<file path="src/rtl/seq_udc_pkg.sv">
// Shared types and elaboration helpers for the up/down modulo counter.
// Optional saturate mode is enabled by defining SEQ_UDC_SAT_EN.
package seq_udc_pkg;

   typedef enum logic {
      DIR_UP   = 1'b0,
      DIR_DOWN = 1'b1
   } dir_e;

   // True when 2 <= m <= 2**w, i.e. MOD-1 fits in a w-bit count.
   function automatic bit udc_mod_ok(
      input int unsigned     w,
      input longint unsigned m
   );
      if (w == 0 || m < 2)
         return 1'b0;
      if (w >= 63)
         return 1'b1;
      return m <= (64'd1 << w);
   endfunction

endpackage

</file>
<file path="src/rtl/seq_udc_next.sv">
// Next-count and wrap-flag logic for seq_updown_cnt.
// The sat input exists only when SEQ_UDC_SAT_EN is defined.
module seq_udc_next
   import seq_udc_pkg::*;
#(
   parameter int WIDTH = 4,
   parameter int MOD   = 10
) (
   input  logic [WIDTH-1:0] cnt,
   input  logic             en,
   input  dir_e             dir,
   input  logic             load,
   input  logic [WIDTH-1:0] load_val,
`ifdef SEQ_UDC_SAT_EN
   input  logic             sat,
`endif
   output logic [WIDTH-1:0] cnt_next,
   output logic             wrap_next
);

   localparam logic [WIDTH:0]   MOD_X = (WIDTH+1)'(MOD);
   localparam logic [WIDTH:0]   MAX_X = (WIDTH+1)'(MOD - 1);
   localparam logic [WIDTH:0]   ONE_X = (WIDTH+1)'(1);
   localparam logic [WIDTH-1:0] MAX_C = WIDTH'(MOD - 1);
   localparam logic [WIDTH-1:0] ZERO  = '0;

   logic             sat_on;
   logic [WIDTH:0]   ext;
   logic [WIDTH:0]   ld;
   logic [WIDTH:0]   inc;
   logic [WIDTH:0]   dec;

`ifdef SEQ_UDC_SAT_EN
   assign sat_on = sat;
`else
   assign sat_on = 1'b0;
`endif

   // Extra bit keeps the modulus compare and borrow ahead of truncation.
   assign ext = {1'b0, cnt};
   assign ld  = {1'b0, load_val};
   assign inc = ext + ONE_X;
   assign dec = ext - ONE_X;

   always_comb begin
      cnt_next  = cnt;
      wrap_next = 1'b0;
      unique case (1'b1)
         load: begin
            cnt_next = (ld > MAX_X) ? MAX_C : load_val;
         end
         (!load && en && dir == DIR_UP): begin
            if (inc >= MOD_X) begin
               cnt_next  = sat_on ? MAX_C : ZERO;
               wrap_next = !sat_on;
            end else begin
               cnt_next = inc[WIDTH-1:0];
            end
         end
         (!load && en && dir == DIR_DOWN): begin
            if (dec[WIDTH]) begin
               cnt_next  = sat_on ? ZERO : MAX_C;
               wrap_next = !sat_on;
            end else begin
               cnt_next = dec[WIDTH-1:0];
            end
         end
         default: begin
            cnt_next  = cnt;
            wrap_next = 1'b0;
         end
      endcase
   end

endmodule

</file>
<file path="src/rtl/seq_updown_cnt.sv">
// Parametrised up/down modulo counter with load, match hit and wrap pulse.
// Define SEQ_UDC_SAT_EN to add the sat port and saturating mode.
module seq_updown_cnt
   import seq_udc_pkg::*;
#(
   parameter int WIDTH = 4,
   parameter int MOD   = 10
) (
   input  logic             clk,
   input  logic             rst_n,
   input  logic             en,
   input  logic             dir,
   input  logic             load,
   input  logic [WIDTH-1:0] load_val,
   input  logic [WIDTH-1:0] match_val,
`ifdef SEQ_UDC_SAT_EN
   input  logic             sat,
`endif
   output logic [WIDTH-1:0] cnt,
   output logic             hit,
   output logic             wrap
);

   generate
      if (!udc_mod_ok(WIDTH, MOD)) begin : g_bad_mod
         $error("seq_updown_cnt: MOD must satisfy 2 <= MOD <= 2**WIDTH");
      end
   endgenerate

   logic [WIDTH-1:0] cnt_next;
   logic             wrap_next;

   seq_udc_next #(
      .WIDTH (WIDTH),
      .MOD   (MOD)
   ) u_next (
      .cnt       (cnt),
      .en        (en),
      .dir       (dir_e'(dir)),
      .load      (load),
      .load_val  (load_val),
`ifdef SEQ_UDC_SAT_EN
      .sat       (sat),
`endif
      .cnt_next  (cnt_next),
      .wrap_next (wrap_next)
   );

   // cnt_next never exceeds MOD-1, so an out-of-range match_val cannot hit.
   always_ff @(posedge clk or negedge rst_n) begin
      if (!rst_n) begin
         cnt  <= '0;
         hit  <= 1'b0;
         wrap <= 1'b0;
      end else begin
         cnt  <= cnt_next;
         hit  <= (cnt_next == match_val);
         wrap <= wrap_next;
      end
   end

endmodule

</file>
<file path="config.mk">
export PLATFORM = sky130hd
export DESIGN_NAME = seq_updown_cnt
export DESIGN_NICKNAME = d
export VERILOG_FILES = /design/src/rtl/seq_udc_pkg.sv /design/src/rtl/seq_udc_next.sv /design/src/rtl/seq_updown_cnt.sv
export SDC_FILE = /design/constraint.sdc
export NUM_CORES = 1
export LEC_CHECK = 0
export ABC_AREA = 0
export CORE_MARGIN = 1
export CORE_UTILIZATION = 35
export DETAILED_ROUTE_END_ITERATION = 7
export HOLD_SLACK_MARGIN = 0.15
export SYNTH_ARGS = -nofsm -noshare
export SYNTH_HDL_FRONTEND = slang
export SYNTH_SLANG_ARGS = --single-unit
</file>
<file path="constraint.sdc">
create_clock -name clk -period 2.81 [get_ports clk]
set_clock_uncertainty 0.15 [all_clocks]
set_input_delay 0.562 -clock clk [delete_from_list [all_inputs] [get_ports clk]]
set_output_delay 0.562 -clock clk [all_outputs]
set_load 0.02 [all_outputs]
</file>
After elaboration in Yosys (flattened, before gate mapping)
Index checks and enable logic that the tools add are counted.
{"block": "word_totals", "ff_bits": 6, "inputBits": 13, "word_cells": 20}
{"block": "op_classes", "addsub": 2, "magnitude_cmp": 2, "eq_ne": 1, "muxes": 7, "n_bitwise": 1, "n_reduce_logical": 4}
{"operator": "$mux 4", "count": 3}
{"operator": "$pmux 4 s3", "count": 1}
{"operator": "$add 4x1->5 const B", "count": 1}
{"operator": "$ge 5x4->1 const B", "count": 1}
{"operator": "$sub 4x1->5 const B", "count": 1}
{"operator": "$eq 4x4->1", "count": 1}
{"operator": "$gt 4x4->1 const B", "count": 1}
{"operator": "$logic_and 1x1->1", "count": 3}
{"operator": "$mux 1", "count": 2}
{"operator": "$pmux 1 s2", "count": 1}
{"operator": "$logic_not 1->1", "count": 1}
{"operator": "$not 1->1", "count": 1}

Depth between registers and ports, before layout
{"block": "logic_depth", "word_depth": 5, "ltp_mapped": 8, "ltp_nobuf": 8}

Modules after synthesis
Synthesis repeated with hierarchy kept, for this count alone.
{"block": "hier_totals", "hier_cells": 68, "area_unflattened_um2": 594.3}
{"mod": "seq_udc_next", "n_inst": 1, "cells_per_inst": 57, "area_each_um2": 396.6, "seq_area_each_um2": 0.0}
{"mod": "seq_updown_cnt", "n_inst": 1, "cells_per_inst": 11, "area_each_um2": 197.7, "seq_area_each_um2": 150.1}

Least setup slack after synthesis
No wires, ideal clock.
{"block": "synth_timing", "path_type": "reg-to-reg", "from": "register cnt[0]", "to": "register hit", "arrival_ns": 2.000, "setup_slack_ns": 0.565, "path_stages_with_launch": 9, "path_cell_list": "dfrtp_1 > inv_1 > ha_1 > nor2_1 > a21oi_1 > o21ai_0 > a311o_1 > xor2_1 > nor4b_2"}
{"block": "synth_between", "elab_chain_len": 5, "word_cells_on_any_way": 7, "cone_classes": "add/sub: 2; order compare: 1; eq/ne: 1; mux: 3"}
{"item": "start, declared", "line": "seq_updown_cnt.sv:19", "rtl": "output logic [WIDTH-1:0] cnt,"}
{"item": "start signal, assigned", "line": "seq_updown_cnt.sv:56", "rtl": "cnt <= cnt_next;"}
{"item": "$add 4x1->5", "line": "seq_udc_next.sv:42", "rtl": "assign inc = ext + ONE_X;"}
{"item": "$ge 5x4->1", "line": "seq_udc_next.sv:53", "rtl": "if (inc >= MOD_X) begin"}
{"item": "$mux 4", "line": "seq_udc_next.sv:53"}
{"item": "$pmux 4 s3 *", "line": "seq_udc_next.sv:48", "rtl": "unique case (1'b1)"}
{"item": "net cnt_next[1]", "line": "seq_updown_cnt.sv:30", "rtl": "logic [WIDTH-1:0] cnt_next;"}
{"item": "$eq 4x4->1 *", "line": "seq_updown_cnt.sv:57", "rtl": "hit <= (cnt_next == match_val);"}
{"item": "end signal, assigned", "line": "seq_updown_cnt.sv:57"}
{"item": "end, declared", "line": "seq_updown_cnt.sv:20", "rtl": "output logic hit,"}
The timed path passes the listed nets; every way through them passes the cells marked *.

Final worst setup path
{"block": "layout_timing", "from": "input load", "to": "register hit"}
{"block": "layout_between", "elab_chain_len": 5, "word_cells_on_any_way": 6, "cone_classes": "eq/ne: 1; mux: 1; reduce/logical: 4"}
{"item": "start, declared", "line": "seq_updown_cnt.sv:13", "rtl": "input logic load,"}
{"item": "$logic_not 1->1", "line": "seq_udc_next.sv:52, seq_udc_next.sv:60"}
{"item": "$logic_and 1x1->1", "line": "seq_udc_next.sv:52, seq_udc_next.sv:60"}
{"item": "$logic_and 1x1->1, on equally long branches", "line": "seq_udc_next.sv:60, seq_udc_next.sv:52"}
{"item": "$pmux 4 s3 *", "line": "seq_udc_next.sv:48"}
{"item": "net cnt_next[1]", "line": "seq_updown_cnt.sv:30"}
{"item": "$eq 4x4->1 *", "line": "seq_updown_cnt.sv:57"}
Marks and branches as above.

==> reports/qor.yml <==
status: "finished clean"
drc: 0
syn_to_final_growth_pct: 40.4
avgSynthCellArea_sq_um: 8.07
rows: 14
reg2reg_to: "hit"
hold_buffers: 0
drtIter0Drc: 32
dp_hpwl_um: 1350
layout-drive-gt1-share_pct: 12.7
synth_compound_area_share_pct: 29.8
syn_nets: 94
die_area_sq_mm: 0.00197
yosys.area_share.simple_pct: 27.8
fin_nets: 120
synthArstFlopShare_pct: 100
htreeDepth: 1
drt-pass1-iter-count: 4
timing.hold.ws_ns: 0.405
ys_types: 40
die_h_um: 44.4
min_path_type: "primary input to async pin"
p_leak_nw: 0.359
first_global_vias: 597
wl_per_cell_um: 13.2
worstSetupEndpointType: "flop"
rsz0062_at_grt: "no"
synth.most_common_cell: "nor2_1"
root_buffer: "clkbuf_4"
routabilityCongestion: 0.875
synth_common_cells: "nor2_1, dfrtp_1, inv_1"
max_cap_viol_count: 0
ant_nets: 0
p_per_area_mw_per_mm2: 494
synth_top_area_share_pct: 23.9
clk_pin_slew_ns: 0.05
slew_viol_final: 0
antenna_found_initial: 0
max_stage_delay_ns: 0.59
syn_area_sq_um: 629
synthAdderAreaFrac_pct: 5.96
n_antenna_cell: 0
die_x_um: 44.4
fmax_mhz: 421
timing.setup.tns_ns: 0
synth_seq_cells: 6
start_util_pct: 39.5
tightestPinTransition_ns: 0.442
peakVddDrop_mv: 0.343
worstPathArrival_ns: 2.37
cts_resized: 0
synth_ff_type: "dfrtp_1"
maxSlewHeadroom_pct: 70.2
setup_violations: 0
detailroute.via_count: 690
synth_top_family_by_area: "compound AO/OA/AOI/OAI gates"
fp.coreArea_sq_mm: 0.00159
cts_buffer_depth: 2
synth_warnings: 0
drt_wl_total_um: 1660
synthXorXnorAreaFrac_pct: 4.17
worstSetupStartpointType: "primary input"
ff2ff_setup_slack_ns: 0.47
crit_chain: "clkdlybuf4s50_1 -> nand2b_1 -> a21oi_2 -> and3b_1 -> a311o_1 -> xor2_1 -> nor4b_2"
cp.required_ns: 2.81
cts.sinks: 6
cp-startpoint: "load"
syn_inst: 78
fillers: 159
r2r_cells: 8
synth-edff-count: 0
critPathKind: "primary input to flop"
cts_buffers: 3
tritoncts: "yes"
synthMuxAreaShare_pct: 1.59
clkLatencyLatePin_ns: 0.24
crit_path_top_delay_cell: "clkdlybuf4s50_1"
post_cts_buffers: 0
period_needed_ns: 2.37
grt_overflow_total: 0
crit_fanout: 7
fin_crit_sh_pct: 84.5
yosysSeqAreaShare_pct: 23.9
ioPinCount: 19
port_buffers: 18
hold_viol: 0
grt_use_total_pct: 19.2
yosysTopAreaCell: "dfrtp_1"
grt_pass1_wl_um: 2760
via_per_inst: 5.48
r2r_start: "cnt[1]"
synth.area.top_cells: "dfrtp_1, ha_1, nor2_1"
grt_max_degree: 13
## sequential cells by signal, summed over array words and instances, names as in the netlist
signal,count
cnt,4
hit,1
wrap,1
## through the flow
step | power [mW] | utilization, % | cell area, sq um | instances | worst slack, ns
6_report | 0.436 | 55.4 | 883 | 126 | 0.435
4_1_cts | 0.436 | 55.4 | 883 | 126 | 0.433
3_5_place_dp | 0.356 | 54.0 | 861 | 123 | 0.195
5_1_grt | 0.470 | 55.4 | 883 | 126 | 0.277
3_3_place_gp | 0.358 | 54.0 | 861 | 123 | 0.203
2_1_floorplan | 0.267 | - | 629 | 78 | 0.565
## cells by family (layout without fill, tap and decap cells)
logic type / after synthesis / count (layout)
xor gates and xnor gates: 3 / 3
AOI/OAI and AO/OA: 26 / 26
muxes: 1 / 1
and+or+nand+nor: 30 / 30
DFF: 6 / 6
buffers and inverters: 9 / 33
adders and majority gates: 3 / 3
## layout by cell type (no fill, tap or decap), types with 2 or more instances in the layout
cell and n:
a21oi_1 5, a221oi_1 2, a311o_1 2, a31oi_1 2, a32o_1 2, buf_4 5
clkbuf_4 3, clkdlybuf4s50_1 18, dfrtp_1 6, ha_1 3, inv_1 6, nand2_1 4
nand2b_1 4, nor2_1 7, o21ai_0 5, xor2_1 3
## report_power, final
part | switching [mW] | internal [mW] | total (mW)
registers | 0.0238 | 0.0998 | 0.124
clock network | 0.0318 | 0.0484 | 0.0802
logic | 0.124 | 0.109 | 0.233
## metal layers
metal  vias up  track usage [%]  part of all wire, %
met4         0             5.45                    0
met5         -                0                    0
met2        28             29.4                   46
met1       322             28.3                   49
li1        340                -                    -
met3         0             2.45                  5.3
## area by class of cell
class	count	area, sq um	share of cell area (%)
Timing Repair Buffer	23	218	24.6
Inverter	7	26.3	2.97
Clock buffer	3	22.5	2.55
Multi-Input combinational cell	63	437	49.4
Sequential cell	6	150	17.0
Tap cell	24	30.0	3.40
## how the worst max path moves through the flow
stage	endpoint	cells past startpoint
global route	hit	7
CTS	hit	7
global placement	hit	7
floorplan	hit	8
finish	hit	7
detailed placement	hit	7
## worst max-delay path: cells and delay by family
kind	cells	cell delay [ns]
AND/OR/NAND/NOR	3	0.69
buffers and inverters	1	0.59
AO/OA/AOI/OAI	2	0.37
XOR/XNOR	1	0.16
Power figures use the tool's default switching activity.
